### config.mk
export PLATFORM = sky130hd
export DESIGN_NAME = scope_capture_ctrl_flat
export DESIGN_NICKNAME = d
export VERILOG_FILES = /design/src/rtl/scope_capture_ctrl_if.sv /design/src/rtl/scope_capture_ctrl.sv /design/src/flat_wrapper.sv
export SDC_FILE = /design/constraint.sdc
export NUM_CORES = 1
export LEC_CHECK = 0
export CORE_AREA = 3 3 119 121
export DETAILED_ROUTE_END_ITERATION = 12
export DIE_AREA = 0 0 122 124
export DONT_BUFFER_PORTS = 1
export PLACE_DENSITY = 0.59
export REMOVE_ABC_BUFFERS = 1
export SYNTH_ARGS = -nofsm -noshare
export SYNTH_HDL_FRONTEND = slang
export SYNTH_SLANG_ARGS = --single-unit
### constraint.sdc
create_clock -name cs_i -period 4.6 [get_ports cs_i]
set_input_delay 0.46 -clock cs_i [delete_from_list [all_inputs] [get_ports cs_i]]
set_output_delay 0.46 -clock cs_i [all_outputs]
set_load 0.05 [all_outputs]
### src/rtl/scope_capture_ctrl_if.sv
// Purpose : bundles the data, control and status signals of scope_capture_ctrl.
// Latency : n/a (signal bundle only).
// Backpressure: none; SAMPLE is valid every cycle and DISP_ACK is a level.
// Ports (master = capture controller side, slave = ADC/display side):
//   sample, trig_level, trig_fall, mode, arm, disp_ack [, holdoff] -> controller
//   wr_en, wr_addr, wr_data, start_addr, forced, done, state       <- controller
// Optional: holdoff exists only when CAPTURE_HOLDOFF_EN is defined.
// AW must match the AW parameter of the attached scope_capture_ctrl.
interface scope_capture_ctrl_if #(
  parameter int AW = 14
) ();
  logic [11:0]   sample;
  logic [11:0]   trig_level;
  logic          trig_fall;
  logic [1:0]    mode;
  logic          arm;
  logic          disp_ack;
`ifdef CAPTURE_HOLDOFF_EN
  logic [15:0]   holdoff;
`endif
  logic          wr_en;
  logic [AW-1:0] wr_addr;
  logic [11:0]   wr_data;
  logic [AW-1:0] start_addr;
  logic          forced;
  logic          done;
  logic [2:0]    state;

  modport master (
`ifdef CAPTURE_HOLDOFF_EN
    input  holdoff,
`endif
    input  sample, trig_level, trig_fall, mode, arm, disp_ack,
    output wr_en, wr_addr, wr_data, start_addr, forced, done, state
  );

  modport slave (
`ifdef CAPTURE_HOLDOFF_EN
    output holdoff,
`endif
    output sample, trig_level, trig_fall, mode, arm, disp_ack,
    input  wr_en, wr_addr, wr_data, start_addr, forced, done, state
  );
endinterface

### src/rtl/scope_capture_ctrl.sv
// Purpose : single-channel acquisition sequencer; writes a circular sample buffer
//           and freezes a frame of DEPTH samples around a level/edge trigger.
// Latency : WR_DATA is SAMPLE delayed one cycle; all outputs are registered.
// Backpressure: none on the sample stream; a frozen frame is held until DISP_ACK.
// Ports:
//   cs_i  : sample clock (rising edge)       rst_i : synchronous reset, active-high
//   bus   : scope_capture_ctrl_if.master (inputs SAMPLE/TRIG_*/MODE/ARM/DISP_ACK,
//           outputs WR_EN/WR_ADDR/WR_DATA/START_ADDR/FORCED/DONE/STATE)
// Build option: define CAPTURE_HOLDOFF_EN to add bus.holdoff, which suppresses
//   trigger detection (and the auto timeout count) for HOLDOFF cycles after ARMED
//   is entered. Undefined: detection starts in the first ARMED cycle.
// Parameter constraints: 8 <= DEPTH <= 16383, 1 <= PRE < DEPTH, 2**AW >= DEPTH.
module scope_capture_ctrl #(
  parameter int DEPTH   = 15360,
  parameter int PRE     = 3840,
  parameter int AW      = 14,
  parameter int AUTO_TO = 65535
) (
  input  logic                 cs_i,
  input  logic                 rst_i,
  scope_capture_ctrl_if.master bus
);

  // Writes that follow the trigger write inside one frame.
  localparam int POST_N    = DEPTH - PRE - 1;
  localparam int POST_LAST = (POST_N > 0) ? POST_N - 1 : 0;
  localparam int TW        = $clog2(AUTO_TO + 1);

  typedef enum logic [2:0] {
    S_IDLE  = 3'd0,
    S_FILL  = 3'd1,
    S_ARMED = 3'd2,
    S_POST  = 3'd3,
    S_HOLD  = 3'd4
  } state_t;

  state_t        state_q;
  logic          wr_en_q;
  logic [AW-1:0] wr_addr_q;
  logic [11:0]   wr_data_q;
  logic [11:0]   prev_q;        // WR_DATA of the previous cycle
  logic          prev_vld_q;    // prev_q belongs to the current frame
  logic [AW-1:0] cnt_q;         // FILL / POST write counter
  logic [TW-1:0] to_cnt_q;      // detection-enabled ARMED cycles, saturating
  logic [AW-1:0] trig_start_q;  // frame start captured at the trigger
  logic          trig_forced_q;
  logic [AW-1:0] start_addr_q;
  logic          forced_q;
  logic          done_q;
`ifdef CAPTURE_HOLDOFF_EN
  logic [15:0]   hold_cnt_q;
`endif

  logic          det_en;
  logic          rise_hit;
  logic          fall_hit;
  logic          real_trig;
  logic          auto_trig;
  logic          go_fill;
  logic [AW-1:0] addr_inc;
  logic [AW-1:0] trig_start;

  always_comb begin
`ifdef CAPTURE_HOLDOFF_EN
    det_en = (hold_cnt_q >= bus.holdoff);
`else
    det_en = 1'b1;
`endif
    rise_hit  = prev_vld_q && (prev_q <  bus.trig_level) && (wr_data_q >= bus.trig_level);
    fall_hit  = prev_vld_q && (prev_q >= bus.trig_level) && (wr_data_q <  bus.trig_level);
    real_trig = (state_q == S_ARMED) && det_en && (bus.trig_fall ? fall_hit : rise_hit);
    auto_trig = (state_q == S_ARMED) && det_en && (bus.mode == 2'd0) &&
                (to_cnt_q >= TW'(AUTO_TO));
    go_fill   = (bus.mode == 2'd0) || (bus.mode == 2'd1) || ((bus.mode == 2'd2) && bus.arm);
    addr_inc  = (wr_addr_q == AW'(DEPTH - 1)) ? '0 : wr_addr_q + AW'(1);
    // Oldest sample of the frame is PRE writes before the trigger write.
    // Add DEPTH instead of going negative when the subtraction would wrap.
    if (wr_addr_q >= AW'(PRE)) begin
      trig_start = wr_addr_q - AW'(PRE);
    end else begin
      trig_start = AW'({1'b0, wr_addr_q} + (AW+1)'(DEPTH - PRE));
    end
  end

  always_ff @(posedge cs_i) begin
    if (rst_i) begin
      state_q       <= S_IDLE;
      wr_en_q       <= 1'b0;
      wr_addr_q     <= '0;
      wr_data_q     <= '0;
      prev_q        <= '0;
      prev_vld_q    <= 1'b0;
      cnt_q         <= '0;
      to_cnt_q      <= '0;
      trig_start_q  <= '0;
      trig_forced_q <= 1'b0;
      start_addr_q  <= '0;
      forced_q      <= 1'b0;
      done_q        <= 1'b0;
`ifdef CAPTURE_HOLDOFF_EN
      hold_cnt_q    <= '0;
`endif
    end else begin
      wr_data_q <= bus.sample;
      prev_q    <= wr_data_q;
      if (wr_en_q) begin
        wr_addr_q  <= addr_inc;
        prev_vld_q <= 1'b1;
      end

      case (state_q)
        S_IDLE: begin
          if (go_fill) begin
            state_q    <= S_FILL;
            wr_en_q    <= 1'b1;
            cnt_q      <= '0;
            prev_vld_q <= 1'b0;
          end
        end

        S_FILL: begin
          if (bus.mode == 2'd3) begin
            state_q <= S_IDLE;
            wr_en_q <= 1'b0;
          end else if (cnt_q == AW'(PRE - 1)) begin
            state_q  <= S_ARMED;
            cnt_q    <= '0;
            to_cnt_q <= '0;
`ifdef CAPTURE_HOLDOFF_EN
            hold_cnt_q <= '0;
`endif
          end else begin
            cnt_q <= cnt_q + AW'(1);
          end
        end

        S_ARMED: begin
          if (bus.mode == 2'd3) begin
            state_q <= S_IDLE;
            wr_en_q <= 1'b0;
          end else if (real_trig || auto_trig) begin
            // A genuine crossing outranks a simultaneous timeout.
            trig_forced_q <= !real_trig;
            trig_start_q  <= trig_start;
            cnt_q         <= '0;
            if (POST_N == 0) begin
              state_q      <= S_HOLD;
              wr_en_q      <= 1'b0;
              done_q       <= 1'b1;
              start_addr_q <= trig_start;
              forced_q     <= !real_trig;
            end else begin
              state_q <= S_POST;
            end
          end else begin
`ifdef CAPTURE_HOLDOFF_EN
            if (!det_en) begin
              hold_cnt_q <= hold_cnt_q + 16'd1;
            end else if (to_cnt_q < TW'(AUTO_TO)) begin
              to_cnt_q <= to_cnt_q + TW'(1);
            end
`else
            if (to_cnt_q < TW'(AUTO_TO)) begin
              to_cnt_q <= to_cnt_q + TW'(1);
            end
`endif
          end
        end

        S_POST: begin
          if (bus.mode == 2'd3) begin
            state_q <= S_IDLE;
            wr_en_q <= 1'b0;
          end else if (cnt_q == AW'(POST_LAST)) begin
            state_q      <= S_HOLD;
            wr_en_q      <= 1'b0;
            done_q       <= 1'b1;
            start_addr_q <= trig_start_q;
            forced_q     <= trig_forced_q;
          end else begin
            cnt_q <= cnt_q + AW'(1);
          end
        end

        S_HOLD: begin
          // MODE=3 here is honoured only once the display releases the frame.
          if (bus.disp_ack) begin
            done_q <= 1'b0;
            if (!bus.mode[1]) begin
              state_q    <= S_FILL;
              wr_en_q    <= 1'b1;
              cnt_q      <= '0;
              prev_vld_q <= 1'b0;
            end else begin
              state_q <= S_IDLE;
            end
          end
        end

        default: begin
          state_q <= S_IDLE;
          wr_en_q <= 1'b0;
          done_q  <= 1'b0;
        end
      endcase
    end
  end

  assign bus.wr_en      = wr_en_q;
  assign bus.wr_addr    = wr_addr_q;
  assign bus.wr_data    = wr_data_q;
  assign bus.start_addr = start_addr_q;
  assign bus.forced     = forced_q;
  assign bus.done       = done_q;
  assign bus.state      = state_q;

endmodule

### src/flat_wrapper.sv
// flat-port wrapper written by rule: the top's interface ports become plain ports
module scope_capture_ctrl_flat 
#(
  parameter int DEPTH   = 15360,
  parameter int PRE     = 3840,
  parameter int AW      = 14,
  parameter int AUTO_TO = 65535
)
  (cs_i, rst_i, bus_sample, bus_trig_level, bus_trig_fall, bus_mode, bus_arm, bus_disp_ack, bus_wr_en, bus_wr_addr, bus_wr_data, bus_start_addr, bus_forced, bus_done, bus_state);
  scope_capture_ctrl_if #(.AW(AW)) bus_i ();
  input  logic cs_i;
  input  logic rst_i;
  input wire logic [$bits(bus_i.sample)-1:0] bus_sample;
  input wire logic [$bits(bus_i.trig_level)-1:0] bus_trig_level;
  input wire logic [$bits(bus_i.trig_fall)-1:0] bus_trig_fall;
  input wire logic [$bits(bus_i.mode)-1:0] bus_mode;
  input wire logic [$bits(bus_i.arm)-1:0] bus_arm;
  input wire logic [$bits(bus_i.disp_ack)-1:0] bus_disp_ack;
  output wire logic [$bits(bus_i.wr_en)-1:0] bus_wr_en;
  output wire logic [$bits(bus_i.wr_addr)-1:0] bus_wr_addr;
  output wire logic [$bits(bus_i.wr_data)-1:0] bus_wr_data;
  output wire logic [$bits(bus_i.start_addr)-1:0] bus_start_addr;
  output wire logic [$bits(bus_i.forced)-1:0] bus_forced;
  output wire logic [$bits(bus_i.done)-1:0] bus_done;
  output wire logic [$bits(bus_i.state)-1:0] bus_state;
  assign bus_i.sample = bus_sample;
  assign bus_i.trig_level = bus_trig_level;
  assign bus_i.trig_fall = bus_trig_fall;
  assign bus_i.mode = bus_mode;
  assign bus_i.arm = bus_arm;
  assign bus_i.disp_ack = bus_disp_ack;
  assign bus_wr_en = bus_i.wr_en;
  assign bus_wr_addr = bus_i.wr_addr;
  assign bus_wr_data = bus_i.wr_data;
  assign bus_start_addr = bus_i.start_addr;
  assign bus_forced = bus_i.forced;
  assign bus_done = bus_i.done;
  assign bus_state = bus_i.state;
  scope_capture_ctrl #(.DEPTH(DEPTH), .PRE(PRE), .AW(AW), .AUTO_TO(AUTO_TO)) u_core (.cs_i(cs_i), .rst_i(rst_i), .bus(bus_i));
endmodule
# Yosys cells after proc, flatten, opt, wreduce, memory -nomap -nowiden
# Cells that the tools add are included.
# classes
addsub	5
magnitude_cmp	7
n_eq_ne	26
n_mux	45
bitwise	2
n_reduce_logical	25
# ops
cell	count
$mux 14	11
$mux 16	5
$pmux 14 s5	1
$pmux 16 s2	1
$add 14x1->14 const B	2
$eq 14x14->1 const B	2
$ge 12x12->1	2
$lt 12x12->1	2
$mux 3	8
$ne 2x2->1 const B	9
$add 16x1->16 const B	1
$ge 16x16->1 const B	1
$lt 16x16->1 const B	1
$mux 1	15
$pmux 3 s5	1
$add 14x14->14 const B	1
$eq 14x12->1 const B	1
$ge 14x12->1 const B	1
$sub 14x12->14 const B	1
$reduce_and 5->1	2
$reduce_and 9->1	1
$logic_and 1x1->1	8
$ne 2x1->1 const B	4
$eq 3x2->1 const B	2
other kinds (21)	27
# totals
ff_bits	104
inputBits	31
out_inout_bits	46
elab_cells	123

# Logic depth before layout (Yosys ltp)
# depth
depth_word	9
mapped_depth	13
ltp_nobuf	10

# Worst setup path after synthesis
# OpenSTA, ideal clock, no wires.
# synth_path
path_type	register to register
start	register, netlist name u_core.bus.wr_data[7]
end	register u_core.start_addr_q[10], in the netlist u_core.bus.start_addr[10]
arrival_time_ps	2972
required_time_ps	4472
slack_ps	1501
path_stages_with_launch	13
n_path_buf	3
synth_period_minus_slack_ps	3099
cell_sequence	dfxtp_1 ha_1 and3_4 a221o_1 a21o_1 a2111oi_2 a21oi_2 buf_6 a211oi_2 buf_4 buf_6 mux2i_1 nor2_1
# synth_lines
item	line	text
end signal, assigned	scope_capture_ctrl.sv:150	start_addr_q <= trig_start;
end signal, assigned	scope_capture_ctrl.sv:178	start_addr_q <= trig_start_q;
end, declared	scope_capture_ctrl.sv:47	logic [AW-1:0] start_addr_q;

==> impl_metrics.csv <==
group,metric,value,unit
synth,ys_seq_area_share,39.5,%
sta,fin_skew,0.00721,ns
grt,grt_usage,15.8,%
place,hpwl,8.26,mm
sta,timing.final.crit_share,81.8,%
sta,hold_viol,0,
clock_network,post_cts_buffers,0,
sta,slew_headroom,25.2,%
power,clock_power_share,39.6,%
synth,netlist_area,5270,sq um
synth,postSynthCellCount,620,
synth,synth.distinct_cells,62,
drt,wl_met2,5.66,mm
drt,post_drt_via_cell_ratio,5.58,
drt,wl_met1,5.35,mm
worst_setup_path,arrival,4.00,ns
place,placed_cells,753,
synth,async_reset_ff_share,0,%
power,power,2.05,mW
grt,first_global_vias,4028,
power,power_frac_seq,48.3,%
power,power_leakage,2.06,nW
sta,finalSetupTns,0,ns
grt,grt_overflow,0,
status,status,"completed",
die,die_w,122,um
sta,grt_setup_unrepaired,"false",
synth,synth-edff-count,0,
die,rows,42,
drt,drt_pass1_iterations,5,
grt,antenna_found_initial,0,
worst_setup_path,endpoint_kind,"flip-flop",
clock_network,ctsHoldBuffers,0,
clock_network,numCtsBuffers,9,
power,intPower,1.45,mW
power,power.density,366,nW/um^2
sta,fin_hold_ws,0.176,ns
drt,antenna_left,0,
drt,drt_iter0_markers,257,
sta,drv_slew,0,
worst_setup_path,slowest_stage,"a211oi_4",
synth,yosys.area.top_type,"dfxtp_1",
die,start_util,40.0,%
place,portBuffers,0,
min_path,holdCritPathClass,"input pin to flip-flop",
power,p_sw_share,29.3,%
sta,max_clock_freq,266,MHz
grt,grt_max_degree,85,
layout,area_delta_synth_final,6.41,%
drt,drc,0,
synth,yosys-top-cells-area,"dfxtp_1 40%, ha_1 7.1%, a21oi_1 4.6%",
sta,final-setup-viol-count,0,
clock_network,htreeDepth,3,
synth,ys_ff_latch,104,
drt,routedWlPerCell,15.6,um
layout,fin_cells,769,
worst_setup_path,worst-setup-path-type,"flip-flop to flip-flop",
worst_setup_path,max_stage_delay,0.98,ns
clock_network,clock_latency,0.35,ns
worst_setup_path,cp_max_fo,17,
power,p_sw,601,uW
place,gp_congestion,0.817,
drt,met3_length,911,um
die,die-height,124,um
power,ir_drop,0.000209,V
synth,yosys-top-cells-count,"104 x dfxtp_1, 57 x nor2_1, 48 x a21oi_1, 39 x nand2_1, 36 x o21ai_0",
grt,grt_pass1_wl,19.4,mm
clock_network,clockRootBuffer,"clkbuf_16",
worst_setup_path,crit_chain,"ha_1 -> and3_4 -> a221o_1 -> a21o_1 -> a2111oi_2 -> a21oi_2 -> a211oi_4 -> mux2i_1 -> nor2_1",
synth,synth_top_area_share,39.5,%
drt,top_layer_used,"met4",
drt,drt-total-wl,12.0,mm
clock_network,clk_path_buf_depth,2,
layout,antenna_cells,0,
clock_network,cts_tree,"yes",
synth,synth-warning-count,0,
power,pwr-share-comb,12.2,%
die,io_pins,77,
clock_network,numClockSinks,104,
sta,worst_slew_pin_slew,1.11,ns
run,maxCapViolations,0,
sta,period_minus_slack,3.76,ns
layout,drive_gt1_share,5.40,%
clock_network,postCtsResizedCells,0,
worst_setup_path,cp-start-kind,"flip-flop",
synth,yosysMostFrequentCell,"dfxtp_1",
die,fp.coreArea,13200,sq um
drt,route.vias.total,4293,
worst_setup_path,cp.required,4.84,ns
die,die_area,15100,sq um
layout,fin_nets,649,
synth,avgSynthCellArea,8.50,sq um
clock_network,clkTransAtPathRegs,0.08,ns
synth,synthFlopType,"dfxtp_1",
-- sequential cells by signal, summed over array words and instances, names as in the netlist, 3 cells and up --
signal	cells
u_core.to_cnt_q	16
u_core.bus.start_addr	14
u_core.bus.wr_addr	14
u_core.cnt_q	14
u_core.trig_start_q	14
u_core.bus.wr_data	12
u_core.prev_q	12
u_core.bus.state	3
-- area by class of cell --
type / count / area (sq um)
Fill cell: 1332 / 7580
Tap cell: 176 / 220
Timing Repair Buffer: 5 / 37.5
Clock inverter: 7 / 95.1
Inverter: 25 / 93.8
Sequential cell: 104 / 2080
Multi-Input combinational cell: 443 / 2850
Clock buffer: 9 / 225
-- through the flow --
| step | instance area, sq um | util [%] | setup WS, ns |
|---|---|---|---|
| finish | 5610 | 42.5 | 0.839 |
| CTS | 5610 | 42.5 | 0.831 |
| global route | 5610 | 42.5 | 0.645 |
| global placement | 5290 | 40.1 | 0.934 |
| floorplan | 5020 | - | 0.939 |
| detailed placement | 5290 | 40.1 | 0.858 |
-- power groups by stage --
| stage | sequential, mW | clock (mW) | combinational (mW) |
|---|---|---|---|
| after floorplan | 1.02 | 0 | 0.167 |
| after global placement | 1.01 | 0 | 0.246 |
| after detailed placement | 1.01 | 0 | 0.250 |
| after CTS | 0.991 | 0.836 | 0.251 |
| after global routing | 0.995 | 0.874 | 0.279 |
| final | 0.990 | 0.812 | 0.250 |
-- per-layer routing --
layer,vias to the layer above,GRT usage [%]
met5,-,0
met4,0,4.48
met3,10,6.09
met2,103,25.8
met1,2031,19.3
li1,2149,-
-- logic make-up after synthesis --
logic type / after synthesis / synth area share [%]
xor gates and xnor gates: 10 / 1.66
buffers and inverters: 73 / 6.48
and+or+nand+nor: 238 / 23.8
AOI/OAI and AO/OA: 144 / 17.4
adders and majority gates: 30 / 7.12
DFF: 104 / 39.5
muxes: 21 / 4.01
-- path summary, 6_finish.rpt --
kind                                 from                  endpoint  slack, ns  cells past startpoint
setup / recovery    u_core.bus.wr_data[6]  u_core.bus.start_addr[4]       0.84                      9
hold / removal                      rst_i     u_core.bus.wr_addr[0]       0.18                      1
setup reg to reg    u_core.bus.wr_data[6]  u_core.bus.start_addr[4]       0.84                      9
hold reg to reg   u_core.trig_start_q[10]   u_core.trig_start_q[10]       0.45                      2
-- worst max-delay path, delay by kind of cell (launching register included) --
family	cells	cell delay (ns)
compound gates	5	2.15
fa+ha+maj	1	0.34
flops	1	0.66
mux	1	0.28
simple gates	2	0.22
-- placed cells by master (no fill, tap or decap), types with 4 or more instances in the layout --
| master | n |
|---|---|
| o31ai_1 | 12 |
| a21oi_1 | 48 |
| inv_1 | 25 |
| nand4_1 | 11 |
| nand2b_1 | 5 |
| nor3_1 | 16 |
| nor2_1 | 57 |
| ha_1 | 30 |
| or3_1 | 7 |
| or4_1 | 14 |
| nor2b_1 | 27 |
| a211oi_1 | 4 |
| clkbuf_16 | 9 |
| buf_4 | 5 |
| nand2_1 | 39 |
| and3_1 | 13 |
| o21ai_1 | 5 |
| dfxtp_1 | 104 |
| xor2_1 | 7 |
| mux2i_1 | 20 |
| a32o_1 | 7 |
| o21ai_0 | 36 |
| nand3_1 | 28 |
| a31oi_1 | 4 |
No activity file was read; power rests on OpenSTA's default activity.
